`src/rtl/cpu_decode_stage.sv`:
```
// Registered instruction-decode stage: handshake in, one-deep decoded bundle out.
// Optional macro DECODE_PERF_CNT_EN adds stall_cycles / illegal_count counters.
module cpu_decode_stage #(
    parameter int XLEN       = 32,
    parameter int REG_ADDR_W = 6,
    parameter int IMM_SEXT   = 1
) (
    input  logic                  clk,
    input  logic                  rst_n,
    input  logic                  in_valid,
    output logic                  in_ready,
    input  logic [31:0]           instruction,
    input  logic [XLEN-1:0]       pc,
    input  logic                  flush,
    output logic                  out_valid,
    input  logic                  out_ready,
    output logic [REG_ADDR_W-1:0] src_reg1,
    output logic [REG_ADDR_W-1:0] src_reg2,
    output logic [REG_ADDR_W-1:0] dst_reg,
    output logic [XLEN-1:0]       immediate_value,
    output logic                  immediate,
    output logic                  jump,
    output logic                  branch,
    output logic                  write_reg,
    output logic                  write_mem,
    output logic                  read_mem,
    output logic                  illegal,
    output logic [XLEN-1:0]       jump_address,
    output logic [3:0]            aluop
`ifdef DECODE_PERF_CNT_EN
    ,
    output logic [31:0]           stall_cycles,
    output logic [31:0]           illegal_count
`endif
);

    localparam logic [3:0] ALUOP_ADD = 4'h0;
    localparam logic [3:0] ALUOP_AND = 4'h1;
    localparam logic [3:0] ALUOP_NEQ = 4'h2;

    localparam logic [5:0] OP_RTYPE = 6'b000000;
    localparam logic [5:0] OP_ADDI  = 6'b001000;
    localparam logic [5:0] OP_LW    = 6'b100011;
    localparam logic [5:0] OP_SW    = 6'b101011;
    localparam logic [5:0] OP_BNE   = 6'b000101;
    localparam logic [5:0] OP_J     = 6'b000010;

    localparam logic [5:0] FN_ADD = 6'b100000;
    localparam logic [5:0] FN_AND = 6'b100100;

    typedef enum logic {
        RUN,
        LOAD_WAIT
    } state_t;

    state_t state;
    logic [REG_ADDR_W-1:0] load_dst;

    logic [5:0] opcode;
    logic [5:0] funct;
    logic [REG_ADDR_W-1:0] rs;
    logic [REG_ADDR_W-1:0] rt;
    logic [REG_ADDR_W-1:0] rd;
    logic [XLEN-1:0] imm_sx;
    logic [XLEN-1:0] imm_zx;
    logic [XLEN-1:0] imm_ext;

    logic is_nop;
    logic is_r;
    logic is_addi;
    logic is_lw;
    logic is_sw;
    logic is_bne;
    logic is_j;

    logic [REG_ADDR_W-1:0] d_src1;
    logic [REG_ADDR_W-1:0] d_src2;
    logic [REG_ADDR_W-1:0] d_dst;
    logic d_imm;
    logic d_jump;
    logic d_branch;
    logic d_wr;
    logic d_wm;
    logic d_rm;
    logic d_ill;
    logic [XLEN-1:0] d_ja;
    logic [3:0] d_aluop;

    logic stall;
    logic accept;

    // Shift amount field is not used by any supported instruction.
    logic unused_shamt;
    assign unused_shamt = ^instruction[10:6];

    assign opcode = instruction[31:26];
    assign funct  = instruction[5:0];
    assign rs     = REG_ADDR_W'(instruction[25:21]);
    assign rt     = REG_ADDR_W'(instruction[20:16]);
    assign rd     = REG_ADDR_W'(instruction[15:11]);

    assign imm_sx  = XLEN'(signed'(instruction[15:0]));
    assign imm_zx  = XLEN'(instruction[15:0]);
    assign imm_ext = (IMM_SEXT != 0) ? imm_sx : imm_zx;

    assign is_nop  = (instruction == 32'h0);
    assign is_r    = (opcode == OP_RTYPE) && !is_nop;
    assign is_addi = (opcode == OP_ADDI);
    assign is_lw   = (opcode == OP_LW);
    assign is_sw   = (opcode == OP_SW);
    assign is_bne  = (opcode == OP_BNE);
    assign is_j    = (opcode == OP_J);

    // Combinational decode of the presented instruction into a bundle.
    always_comb begin
        d_src1   = '0;
        d_src2   = '0;
        d_dst    = '0;
        d_imm    = 1'b0;
        d_jump   = 1'b0;
        d_branch = 1'b0;
        d_wr     = 1'b0;
        d_wm     = 1'b0;
        d_rm     = 1'b0;
        d_ill    = 1'b0;
        d_ja     = '0;
        d_aluop  = ALUOP_ADD;
        unique case (1'b1)
            is_nop: begin
            end
            is_r: begin
                if (funct == FN_ADD || funct == FN_AND) begin
                    d_src1  = rs;
                    d_src2  = rt;
                    d_dst   = rd;
                    d_wr    = 1'b1;
                    d_aluop = (funct == FN_AND) ? ALUOP_AND : ALUOP_ADD;
                end else begin
                    d_ill = 1'b1;
                end
            end
            is_addi: begin
                d_src1 = rs;
                d_dst  = rt;
                d_imm  = 1'b1;
                d_wr   = 1'b1;
            end
            is_lw: begin
                d_src1 = rs;
                d_dst  = rt;
                d_imm  = 1'b1;
                d_rm   = 1'b1;
                d_wr   = 1'b1;
            end
            is_sw: begin
                d_src1 = rs;
                d_src2 = rt;
                d_imm  = 1'b1;
                d_wm   = 1'b1;
            end
            is_bne: begin
                d_src1   = rs;
                d_src2   = rt;
                d_branch = 1'b1;
                d_aluop  = ALUOP_NEQ;
                d_ja     = pc + XLEN'(4) + (imm_sx << 2);
            end
            is_j: begin
                d_jump = 1'b1;
                d_ja   = XLEN'({instruction[25:0], 2'b00});
            end
            default: begin
                d_ill = 1'b1;
            end
        endcase
        if (d_dst == '0) begin
            d_wr = 1'b0;
        end
    end

    assign stall = (state == LOAD_WAIT) && in_valid && (load_dst != '0) &&
                   ((d_src1 == load_dst) || (d_src2 == load_dst));

    assign in_ready = (!out_valid || out_ready) && !stall && !flush;
    assign accept   = in_valid && in_ready;

    // Output bundle register: load on accept, hold on backpressure.
    always_ff @(posedge clk) begin
        if (!rst_n) begin
            out_valid       <= 1'b0;
            src_reg1        <= '0;
            src_reg2        <= '0;
            dst_reg         <= '0;
            immediate_value <= '0;
            immediate       <= 1'b0;
            jump            <= 1'b0;
            branch          <= 1'b0;
            write_reg       <= 1'b0;
            write_mem       <= 1'b0;
            read_mem        <= 1'b0;
            illegal         <= 1'b0;
            jump_address    <= '0;
            aluop           <= ALUOP_ADD;
        end else if (flush) begin
            out_valid <= 1'b0;
        end else if (accept) begin
            out_valid       <= 1'b1;
            src_reg1        <= d_src1;
            src_reg2        <= d_src2;
            dst_reg         <= d_dst;
            immediate_value <= imm_ext;
            immediate       <= d_imm;
            jump            <= d_jump;
            branch          <= d_branch;
            write_reg       <= d_wr;
            write_mem       <= d_wm;
            read_mem        <= d_rm;
            illegal         <= d_ill;
            jump_address    <= d_ja;
            aluop           <= d_aluop;
        end else if (out_ready) begin
            out_valid <= 1'b0;
        end
    end

    // Load-use FSM: one wait cycle after every load with a live destination.
    always_ff @(posedge clk) begin
        if (!rst_n) begin
            state    <= RUN;
            load_dst <= '0;
        end else if (flush) begin
            state <= RUN;
        end else if (out_valid && out_ready && read_mem && dst_reg != '0) begin
            state    <= LOAD_WAIT;
            load_dst <= dst_reg;
        end else begin
            state <= RUN;
        end
    end

`ifdef DECODE_PERF_CNT_EN
    // Saturating counters for stall cycles and accepted illegal instructions.
    always_ff @(posedge clk) begin
        if (!rst_n) begin
            stall_cycles  <= '0;
            illegal_count <= '0;
        end else begin
            if (stall && stall_cycles != 32'hFFFF_FFFF) begin
                stall_cycles <= stall_cycles + 32'd1;
            end
            if (accept && d_ill && illegal_count != 32'hFFFF_FFFF) begin
                illegal_count <= illegal_count + 32'd1;
            end
        end
    end
`endif

endmodule

```
`config.mk`:
```
export PLATFORM = sky130hd
export DESIGN_NAME = cpu_decode_stage
export DESIGN_NICKNAME = d
export VERILOG_FILES = /design/src/rtl/cpu_decode_stage.sv
export SDC_FILE = /design/constraint.sdc
export NUM_CORES = 1
export LEC_CHECK = 0
export ABC_AREA = 0
export ABC_CLOCK_PERIOD_IN_PS = 3700
export CAP_MARGIN = 20
export CORE_MARGIN = 2
export CORE_UTILIZATION = 49
export CTS_BUF_LIST = sky130_fd_sc_hd__clkbuf_8
export CTS_CLUSTER_SIZE = 10
export DETAILED_ROUTE_END_ITERATION = 8
export PLACE_DENSITY_LB_ADDON = 0.25
export SYNTH_ARGS = -nofsm -noshare
export SYNTH_HDL_FRONTEND = slang
export SYNTH_SLANG_ARGS = --single-unit
```
`constraint.sdc`:
```
create_clock -name clk -period 3.7 [get_ports clk]
set_input_delay 0.37 -clock clk [delete_from_list [all_inputs] [get_ports clk]]
set_output_delay 0.37 -clock clk [all_outputs]
set_load 0.01 [all_outputs]
```
==> results_dict.tcl <==
set metrics [dict create \
    p_per_area_nw_per_um2 326 \
    whs_path_depth 2 \
    grt_use_total 0.277 \
    slowest_delay_ns 0.55 \
    cts.clk_slew.worst_paths_ns 0.08 \
    nets 918 \
    ys_ff_latch 79 \
    cts_root_buf "clkbuf_8" \
    startpoint_type "primary input" \
    drt_iter0_drc 385 \
    dr.pass1.iters 5 \
    post_drt_wl_per_cell_um 17.6 \
    finalSetupTns_ns 0 \
    initial_utilization 0.509 \
    area_delta_synth_final_pct 36.0 \
    layout_common_cells "clkdlybuf4s50_1 (158), dfxtp_1 (79), nand2_1 (69)" \
    via_per_inst 5.95 \
    path_class "primary input to output port" \
    dpl.cell_count 916 \
    synth_cell_type_count 61 \
    r2r_cells 10 \
    hold-worst-slack_ns 0.459 \
    highest_layer "met4" \
    ys.flop_type "dfxtp_1" \
    cp_data_arrival_time_ns 3.24 \
    h-tree-depth 3 \
    grt_max_degree 44 \
    finalSetupViolations 0 \
    period_needed_ns 3.61 \
    syn_inst 646 \
    yosys.area.top_type_share 0.298 \
    maxCapViolations 0 \
    synth_edf_count 0 \
    slew_violations 0 \
    num_vias 5545 \
    wl_met3_mm 1.48 \
    worstSetupEndpointType "output port" \
    hpwlAfterDp_mm 12.5 \
    cts_tree "yes" \
    dieArea_um2 11700 \
    grt_pass1_wl_mm 25.8 \
    port_buffers 158 \
    clk_path_buf_depth 2 \
    status "completed" \
    largestRegisters "jump_address (32), immediate_value (16)" \
    drt-total-wl_mm 16.4 \
    cts_buffers 9 \
    io_pins 164 \
    min_from "src_reg2[0]$_SDFFE_PN0P_" \
    fmax_mhz 277 \
    gp_congestion 0.912 \
    synthAdderAreaFrac 0.138 \
    die_w_um 108 \
    synth_top_family_by_area "compound AO/OA/AOI/OAI gates" \
    cp-startpoint "instruction[1]" \
    synthXorXnorAreaFrac 0.0479 \
    ir_drop_uv 209 \
    clock_sinks 79 \
    hold_class "flop to flop" \
    synth_top_area_cell "dfxtp_1" \
    grt-ovfl-total 0 \
    worst_clock_skew_ns 0.0155 \
    synthesis.area_um2 5300 \
    drc_errors 0 \
    utilization 0.693 \
    drtAntennaViolNets 0 \
    stdcell_count 932 \
    worstSkewPairLatency_ns 0.36 \
    ys_warn_count 0 \
    cp.required_ns 3.33 \
    regMostFlops "jump_address" \
    max_slew_margin 0.448 \
    crit_fanout 9 \
    antenna_found_initial 0 \
    die_h_um 108 \
    rsz0062_at_grt "no" \
    period_share 0.976 \
    r2r-start "load_dst[3]$_SDFFE_PN0P_" \
    cp_slowest_cell "clkdlybuf4s50_1" \
    avgSynthCellArea_um2 8.21 \
    synth_compound_area_frac 0.235 \
    cp_cell_sequence "clkdlybuf4s50_1, buf_4, nor4_1, buf_4, and4_1, nor3_2, o21a_1, o221ai_1, and4b_1, clkdlybuf4s50_1" \
    synth-simple-area-share 0.202 \
    m1WireLength_mm 7.00 \
    routed-wl-met2_mm 7.57 \
    tightest_slew_ns 0.827 \
    largest_reg_flops 32 \
    final_common_cell "clkdlybuf4s50_1" \
    diodes 0 \
    synth.area.mux_share 0 \
    drive_above_1_share 0.0779 \
    seq_area_frac_synth 0.298 \
    p_leak_nw 2.84 \
    synth_top_cells_by_area "dfxtp_1 (30%), ha_1 (13%), a21oi_1 (5.3%), nand2_1 (4.9%), a221oi_1 (4.5%)" \
    ys_async_sr_fraction 0 \
    core-area_um2 10400 \
    hold_viol 0 \
    num_rows 37 \
    first_global_vias 5247 \
]
[layout make-up]
class,count,area (um^2)
Inverter,13,48.8
Timing Repair Buffer,187,1850
Clock buffer,9,124
Clock inverter,7,97.6
Tap cell,136,170
Multi-Input combinational cell,501,3340
Sequential cell,79,1580
Fill cell,873,3200
[cells by family (layout without fill, tap and decap cells)]
logic type | count (synthesis) | in the layout
other cells | 1 | 5
buf+inv | 70 | 216
compound gates | 183 | 183
fa+ha+maj | 58 | 58
flops | 79 | 79
simple gates | 226 | 226
xor+xnor | 29 | 29
[critical path, delay by kind of cell]
kind            cells  cell delay, ns
simple gates        4            1.10
compound gates      2            0.43
buf+inv             4            1.33
[metrics by stage]
step	total power, mW	setup slack, ns	instance area (um^2)
after floorplan	1.35	0.630	5320
after global placement	1.61	0.0675	6980
after detailed placement	1.63	-0.00458	6980
after CTS	2.35	0.117	7200
after global routing	2.47	0.0229	7220
final	2.36	0.0892	7220
[worst paths after layout]
| check | end | slack (ns) |
|---|---|---|
| worst min register to register | src_reg2[0]$_SDFFE_PN0P_ | 0.46 |
| worst max register to register | illegal$_SDFFE_PN0P_ | 1.04 |
| worst max-delay path | in_ready | 0.09 |
| worst min-delay path | src_reg2[0]$_SDFFE_PN0P_ | 0.46 |
[Yosys cell counts (all sizes together) (2+ instances only)]
cell	instances
o21bai	3
a221oi	27
and4	2
nor4	7
nor2b	3
o21ai	27
nand4	6
and4b	2
and3	4
a21boi	2
buf	35
or3	4
xnor2	21
clkbuf	22
a31oi	6
ha	57
nor2	61
a211oi	15
o211ai	5
dfxtp	79
a211o	2
xor2	8
and2	2
nand3	19
a22oi	9
a21o	13
a21oi	57
nand3b	2
a221o	2
o21a	4
nand2b	4
o22ai	3
nand4b	2
nor3	32
nand2	70
inv	13
or4b	2
[power breakdown]
part / internal [mW] / switching [mW]
clock: 0.383 / 0.349
sequential: 0.881 / 0.0211
combinational: 0.351 / 0.371
[metal layers]
metal,vias to the layer above,global-route usage
met1,2581,0.362
met4,0,0.0943
li1,2642,-
met5,-,0
met2,282,0.453
met3,40,0.0591
[repair_timing]
item / CTS / global route
resized for setup: 0 / 2
buffers inserted: 0 / 0
setup endpoints to repair: 0 / 1
hold buffers: 0 / 0
(Power assumes the default switching activity.)
